### src/rtl/alu_operand_stage.sv
// Registered issue stage in front of the ALU: 2-entry skid buffer with a pre-decoded unit select.
// Optional perf counters are enabled with ALU_OPERAND_STAGE_PERF_EN.
module alu_operand_stage #(
  parameter int unsigned WIDTH = 32,
  parameter int unsigned OPW   = 5
) (
  input  logic             clock,
  input  logic             reset,
  input  logic             in_valid,
  output logic             in_ready,
  input  logic [WIDTH-1:0] in_a,
  input  logic [WIDTH-1:0] in_b,
  input  logic [OPW-1:0]   in_opcode,
  input  logic [4:0]       in_shamt,
  output logic             out_valid,
  input  logic             out_ready,
  output logic [WIDTH-1:0] out_a,
  output logic [WIDTH-1:0] out_b,
  output logic [OPW-1:0]   out_opcode,
  output logic [4:0]       out_shamt,
  output logic [5:0]       out_sel,
  output logic             out_illegal
`ifdef ALU_OPERAND_STAGE_PERF_EN
  ,
  output logic [31:0]      perf_issued,
  output logic [31:0]      perf_stall
`endif
);

  typedef struct packed {
    logic [WIDTH-1:0] a;
    logic [WIDTH-1:0] b;
    logic [OPW-1:0]   opcode;
    logic [4:0]       shamt;
    logic [5:0]       sel;
    logic             illegal;
  } entry_t;

  typedef enum logic [1:0] {StEmpty, StOne, StFull} state_e;

  state_e state_q, state_d;
  entry_t main_q, main_d;
  entry_t skid_q, skid_d;
  entry_t in_entry;
  logic   in_ready_q;
  logic   in_xfer;
  logic   out_xfer;

  // Decode once on the way in so the ALU sees a flopped one-hot select.
  always_comb begin
    in_entry         = '0;
    in_entry.a       = in_a;
    in_entry.b       = in_b;
    in_entry.opcode  = in_opcode;
    in_entry.shamt   = in_shamt;
    in_entry.sel     = '0;
    in_entry.illegal = 1'b0;
    if (in_opcode <= OPW'(5)) begin
      in_entry.sel = 6'(6'b000001 << in_opcode[2:0]);
    end else begin
      in_entry.illegal = 1'b1;
    end
  end

  assign in_xfer   = in_valid & in_ready_q;
  assign out_valid = (state_q != StEmpty);
  assign out_xfer  = out_valid & out_ready;

  always_comb begin
    state_d = state_q;
    main_d  = main_q;
    skid_d  = skid_q;
    unique case (state_q)
      StEmpty: begin
        if (in_xfer) begin
          main_d  = in_entry;
          state_d = StOne;
        end
      end
      StOne: begin
        if (in_xfer && out_xfer) begin
          main_d = in_entry;
        end else if (in_xfer) begin
          skid_d  = in_entry;
          state_d = StFull;
        end else if (out_xfer) begin
          state_d = StEmpty;
        end
      end
      StFull: begin
        if (out_xfer) begin
          main_d  = skid_q;
          state_d = StOne;
        end
      end
      default: state_d = StEmpty;
    endcase
  end

  // in_ready is held low during reset and rises on the first edge after release.
  always_ff @(posedge clock or negedge reset) begin
    if (!reset) begin
      state_q    <= StEmpty;
      main_q     <= '0;
      skid_q     <= '0;
      in_ready_q <= 1'b0;
    end else begin
      state_q    <= state_d;
      main_q     <= main_d;
      skid_q     <= skid_d;
      in_ready_q <= (state_d != StFull);
    end
  end

  assign in_ready    = in_ready_q;
  assign out_a       = main_q.a;
  assign out_b       = main_q.b;
  assign out_opcode  = main_q.opcode;
  assign out_shamt   = main_q.shamt;
  assign out_sel     = main_q.sel;
  assign out_illegal = main_q.illegal;

`ifdef ALU_OPERAND_STAGE_PERF_EN
  logic [31:0] perf_issued_q;
  logic [31:0] perf_stall_q;

  always_ff @(posedge clock or negedge reset) begin
    if (!reset) begin
      perf_issued_q <= '0;
      perf_stall_q  <= '0;
    end else begin
      if (out_xfer) begin
        perf_issued_q <= perf_issued_q + 32'd1;
      end
      if (out_valid && !out_ready) begin
        perf_stall_q <= perf_stall_q + 32'd1;
      end
    end
  end

  assign perf_issued = perf_issued_q;
  assign perf_stall  = perf_stall_q;
`endif

endmodule
### config.mk
export PLATFORM = sky130hd
export DESIGN_NAME = alu_operand_stage
export DESIGN_NICKNAME = d
export VERILOG_FILES = /design/src/rtl/alu_operand_stage.sv
export SDC_FILE = /design/constraint.sdc
export NUM_CORES = 1
export LEC_CHECK = 0
export ABC_CLOCK_PERIOD_IN_PS = 3740
export BUFFER_PORTS_ARGS = -buffer_cell sky130_fd_sc_hd__buf_2
export CORE_MARGIN = 2
export CORE_UTILIZATION = 50
export DETAILED_ROUTE_END_ITERATION = 6
export PLACE_DENSITY = 0.86
export SYNTH_ARGS = -nofsm -noshare
export SYNTH_HDL_FRONTEND = slang
export SYNTH_SLANG_ARGS = --single-unit
### constraint.sdc
create_clock -name clock -period 3.74 [get_ports clock]
set_clock_uncertainty 0.05 [all_clocks]
set_input_delay 0.187 -clock clock [delete_from_list [all_inputs] [get_ports clock]]
set_output_delay 0.187 -clock clock [all_outputs]
set_load 0.005 [all_outputs]
==> results of run 1 <==
-- power by group through the flow --
stage,clock (mW),combinational (mW),sequential (mW)
3_5_place_dp,0,2.19,3.14
4_1_cts,1.84,2.25,3.12
2_1_floorplan,0,1.46,3.05
6_report,1.80,2.23,3.13
3_3_place_gp,0,2.09,3.06
5_1_grt,1.93,2.42,3.23
-- metal layers --
metal,vias to the layer above,wire length (um),track usage [%]
met5,-,0,0
met4,0,191,6.59
met3,15,613,4.60
met2,111,8510,37.9
met1,2442,6590,23.8
li1,2176,-,-
-- registers in the layout, summed over array words and instances (netlist names) --
register and count:
out_opcode 5, out_a 32, skid_q 81, in_ready 1, out_illegal 1, out_b 32
out_shamt 5, state_q 2, out_sel 6
-- cell families (layout without fill, tap and decap cells) --
| logic type | count (synthesis) | in the layout | share of synthesized area [%] |
|---|---|---|---|
| AOI/OAI and AO/OA | 11 | 11 | 1.24 |
| buffers and inverters | 38 | 277 | 3.48 |
| muxes | 238 | 238 | 38.0 |
| DFF | 165 | 165 | 54.7 |
| and+or+nand+nor | 27 | 27 | 2.57 |
-- stage by stage --
step	utilization, %	setup slack, ns	hold slack (ns)
detailed placement	57.5	1.44	0.289
global placement	57.5	1.52	0.271
finish	66.5	1.46	0.0315
floorplan	-	2.02	-0.159
global route	66.5	1.34	0.0327
CTS	66.5	1.43	0.00569
-- area by class of cell --
class | count | share of cell area [%]
multi-input combinational | 276 | 32.4
sequential | 165 | 42.4
clock buffer | 21 | 4.83
clock inverter | 11 | 1.52
inverter | 7 | 0.270
tap | 184 | 2.36
timing repair buffer | 238 | 16.2
-- path summary, 6_finish.rpt --
check | startpoint | end | slack [ns] | cells after the start
hold / removal | out_ready | in_ready$_DFF_PN0_ | 0.03 | 2
setup reg to reg | state_q[1]$_DFF_PN0_ | out_b[21]$_DFFE_PN0P_ | 1.46 | 4
min in group asynchronous | reset | out_b[13]$_DFFE_PN0P_ | 0.38 | 2
hold reg to reg | out_b[20]$_DFFE_PN0P_ | out_b[20]$_DFFE_PN0P_ | 0.45 | 1
max in group asynchronous | reset | out_sel[4]$_DFFE_PN0P_ | 2.20 | 3
setup / recovery | state_q[1]$_DFF_PN0_ | out_b[21]$_DFFE_PN0P_ | 1.46 | 4
-- placed cells by master (no fill, tap or decap), types with 2 or more instances in the layout --
cell type	count
dlygate4sd3_1	70
nor2_1	3
buf_2	159
clkinv_4	2
a31oi_1	3
clkinv_2	3
inv_1	7
nand3b_1	4
mux2i_1	7
o31ai_1	3
mux2_4	52
clkbuf_16	17
dfrtp_1	165
mux2_2	177
clkbuf_8	3
nand2_1	5
mux2_1	2
bufinv_16	3
buf_4	7
nor2b_4	2
nor4b_1	2
or4b_2	2
and3b_1	3
inv_6	2
==> impl_metrics.json, run 1 <==
{
  "cp_max_fo": 34,
  "netlist_area_sq_um": 7550,
  "cts_setup_buffers": 0,
  "tightest_slew_ns": 0.866,
  "path_buf_inv": 1,
  "initial_core_util_pct": 51.5,
  "n_fill_cell": 1034,
  "ys.flop_type": "dfrtp_1",
  "cts_tree": "done",
  "leakagePower_nw": 4.44,
  "power_mw": 7.16,
  "setup_tns_ns": 0,
  "finalWirelength_mm": 15.9,
  "portBuffers": 160,
  "die_y_um": 127,
  "internal_power_mw": 5.16,
  "clkPwrFrac_pct": 25.1,
  "insertion_delay_ns": 0.41,
  "cts_buffers": 17,
  "antenna_left": 0,
  "status": "complete, no violations",
  "hold_buffers": 70,
  "syn2layout_area_growth_pct": 29.1,
  "final_cell_area_sq_um": 9740,
  "drive_gt1_share_pct": 60.7,
  "cts_root_buf": "clkbuf_16",
  "yosysWarnings": 0,
  "synth_seq_area_share_pct": 54.7,
  "critPathSlowestCell": "dfrtp_1",
  "synth.top_cells.by_count": "mux2_2 (177), dfrtp_1 (165), mux2_4 (52)",
  "grt_pass1_wl_mm": 26.0,
  "place_area_sq_um": 8420,
  "grt_setup_unrepaired": "no",
  "path_clk_slew_ns": 0.06,
  "core_area_sq_um": 14600,
  "drc": 0,
  "via_per_inst": 5.26,
  "switchingPower_mw": 2.00,
  "synth_top_area_share_pct": 54.7,
  "yosysTopAreaCell": "dfrtp_1",
  "fmax_mhz": 438,
  "syn-num-nets": 557,
  "drv_slew": 0,
  "max_stage_delay_ns": 0.66,
  "seqCellArea_sq_um": 4130,
  "async_reset_ff_share_pct": 100,
  "startpoint_type": "flip-flop",
  "firstDrtPassIters": 4,
  "hp-class": "primary input to flip-flop",
  "htree_levels": 4,
  "synthTopCellsByArea": "dfrtp_1 (55%), mux2_2 (26%), mux2_4 (10%)",
  "yosysMostFrequentCell": "mux2_2",
  "ys_types": 31,
  "vias": 4744,
  "dp.cells": 800,
  "required_ns": 3.98,
  "setup_violations": 0,
  "path_cells": "nor2b_4, buf_4, mux2_2, mux2_1",
  "nets": 783,
  "wl_per_cell_um": 17.6,
  "synth_edf_count": 0,
  "multiInputGateArea_sq_um": 3160,
  "fin_cells": 902,
  "insertedDiodeCount": 0,
  "ys_seq_elements": 165,
  "grt_max_degree": 98,
  "gp_congestion": 0.747,
  "dr.first_iter.drc_count": 172,
  "grt_util_all_layers_pct": 20.6,
  "cts_resized": 0,
  "hold_violations": 0,
  "dp_hpwl_mm": 10.2,
  "die_w_um": 127,
  "critPathArrivalTime_ns": 2.52,
  "p_comb_share_pct": 31.2,
  "end_kind": "flip-flop",
  "antenna_found_initial": 0,
  "relSlewSlack_pct": 42.2,
  "layout_min_cycle_time_ns": 2.28,
  "cts_sinks": 165,
  "die_area_sq_um": 16100,
  "syn_avg_cell_area_sq_um": 15.8,
  "pwr-share-seq_pct": 43.7,
  "gr-total-overflow": 0,
  "ir_worst_vdd_v": 0.000383,
  "crit_type": "flip-flop to flip-flop",
  "syn_inst": 479,
  "drv_cap": 0,
  "cts_buffer_depth": 2,
  "finalCritPeriodShare_pct": 61.0,
  "powerDensity_nw_per_um2": 735,
  "grt_pass1_vias": 5241,
  "cp_top_family": "multiplexers",
  "core.rowCount": 44,
  "ios": 161,
  "sw_frac_of_total_pct": 28.0
}
No activity file was read; power rests on OpenSTA's default activity.
==> run 2: changes to the inputs <==
- ABC_CLOCK_PERIOD_IN_PS: 3740 -> 2130
- clock period: 3.74 -> 2.13 ns (I/O delays scaled with it)
==> run 2 against run 1 <==
Against the previous run:
- final cell count grew 1.3%
- power grew 75%
- critical endpoint is now out_a[18]$_DFFE_PN0P_
- worst setup slack lost 1.3 ns
- critical path depth is the same
==> impl_metrics.json, run 2 (same netlist as run 1, synthesis figures left out) <==
{
  "ir_worst_vdd_v": 0.000809,
  "drv_slew": 0,
  "setup_violations": 0,
  "worst_slack_ns": 0.132,
  "antenna_left": 0,
  "power_mw": 12.5,
  "setup_tns_ns": 0,
  "p_comb_share_pct": 32.1,
  "crit_top_cell": "mux2_2",
  "finalHoldWorstSlack_ns": 0.0255,
  "grt_setup_unrepaired": "no",
  "tightest_slew_ns": 0.429,
  "gp_congestion": 0.727,
  "via_per_inst": 5.25,
  "place_area_sq_um": 8500,
  "hold_violations": 0,
  "syn2layout_area_growth_pct": 31.1,
  "dr.first_iter.drc_count": 173,
  "hp-class": "primary input to flip-flop",
  "dp_slack_ns": 0.0321,
  "internal_power_mw": 8.84,
  "end_kind": "flip-flop",
  "grt_pass1_wl_mm": 26.6,
  "cp_max_fo": 43,
  "switchingPower_mw": 3.71,
  "cts_buffer_depth": 2,
  "status": "complete, no violations",
  "drc": 0,
  "layout_common_cells": "mux2_2 (177), dfrtp_1 (164), buf_2 (159), dlygate4sd3_1 (77), mux2_4 (52)",
  "startpoint_type": "flip-flop",
  "sw_frac_of_total_pct": 29.5,
  "layout_min_cycle_time_ns": 2.00,
  "critPathSlowestCell": "dfrtp_1",
  "core.rowCount": 44,
  "die_y_um": 127,
  "pwr-share-seq_pct": 43.7,
  "finalCritPeriodShare_pct": 93.8,
  "relSlewSlack_pct": 71.4,
  "critPathArrivalTime_ns": 2.25,
  "path_cells": "nor2b_4, buf_12, mux2_2, mux2_2",
  "vias": 4800,
  "die_w_um": 127,
  "initial_core_util_pct": 51.5,
  "powerDensity_nw_per_um2": 1270,
  "final_cell_area_sq_um": 9890,
  "core_area_sq_um": 14600,
  "finalWirelength_mm": 16.4,
  "insertion_delay_ns": 0.42,
  "max_stage_delay_ns": 0.56,
  "required_ns": 2.38,
  "wl_per_cell_um": 18.0,
  "drive_gt1_share_pct": 60.7,
  "crit_type": "flip-flop to flip-flop",
  "largest_reg_flops": 81,
  "cts_tree": "done",
  "nets": 795,
  "path_clk_slew_ns": 0.07,
  "ios": 161,
  "ff2ff_setup_slack_ns": 0.13,
  "drv_cap": 0,
  "antenna_found_initial": 0,
  "leakagePower_nw": 4.49,
  "insertedDiodeCount": 0,
  "gr-total-overflow": 0,
  "dp_hpwl_mm": 10.2,
  "largest-register": "skid_q",
  "cts_sinks": 165,
  "grt_pass1_vias": 5333,
  "portBuffers": 160,
  "cts_buffers": 17,
  "clkPwrFrac_pct": 24.3,
  "die_area_sq_um": 16100,
  "grt_max_degree": 66,
  "fmax_mhz": 501,
  "grt_util_all_layers_pct": 20.8,
  "htree_levels": 4,
  "cts_root_buf": "clkbuf_16",
  "layout_commonest_cell": "mux2_2",
  "firstDrtPassIters": 4
}
run 2: per-layer routing:
layer | up-vias | track usage [%] | share of wire, %
met1 | 2436 | 24.1 | 41
li1 | 2199 | - | -
met3 | 25 | 4.68 | 4.1
met4 | 0 | 7.11 | 2.0
met2 | 140 | 37.8 | 53
met5 | - | 0 | 0
run 2: area by class of cell:
| type | instances | area (sq um) |
|---|---|---|
| multi-input cells | 276 | 3170 |
| inverters | 7 | 26.3 |
| fillers | 957 | 4750 |
| clock inverters | 15 | 163 |
| repair buffers | 250 | 1750 |
| clock buffers | 17 | 425 |
| flip-flops and latches | 165 | 4130 |
| well taps | 184 | 230 |
run 2: critical path: cells and delay by family (launching register included):
family,cells,cell delay [ns]
flip-flops,1,0.56
buffers and inverters,1,0.30
AND/OR/NAND/NOR,1,0.28
multiplexers,2,0.65
run 2: worst paths after layout:
path                                  startpoint                endpoint  depth (start not counted)
min in group asynchronous                  reset    out_b[5]$_DFFE_PN0P_                          2
max                         state_q[1]$_DFF_PN0_   out_a[18]$_DFFE_PN0P_                          4
min                                     in_valid    state_q[1]$_DFF_PN0_                          4
max in group asynchronous                  reset  skid_q[54]$_DFFE_PN0P_                          3
min reg2reg                out_b[20]$_DFFE_PN0P_   out_b[20]$_DFFE_PN0P_                          1
max reg2reg                 state_q[1]$_DFF_PN0_   out_a[18]$_DFFE_PN0P_                          4
run 2: per-stage QoR:
| step | utilization (%) | std cells |
|---|---|---|
| CTS | 67.4 | 913 |
| global placement | 58.1 | 804 |
| detailed placement | 58.1 | 804 |
| global route | 67.5 | 914 |
| finish | 67.5 | 914 |
| floorplan | - | 479 |
run 2: power groups by stage:
stage	Sequential (mW)	Combinational [mW]	Clock (mW)
after floorplan	5.35	2.56	0
after global placement	5.36	3.74	0
after detailed placement	5.49	3.91	0
after CTS	5.45	4.04	3.11
after global routing	5.66	4.34	3.25
final	5.48	4.02	3.04
run 2: what timing repair did:
item                                    in CTS  in global routing
buffers inserted                             0                  0
endpoints found under the hold margin      203                  0
gates resized for setup                      0                  5
hold buffers                                77                  0
endpoints found under the setup margin       0                 62
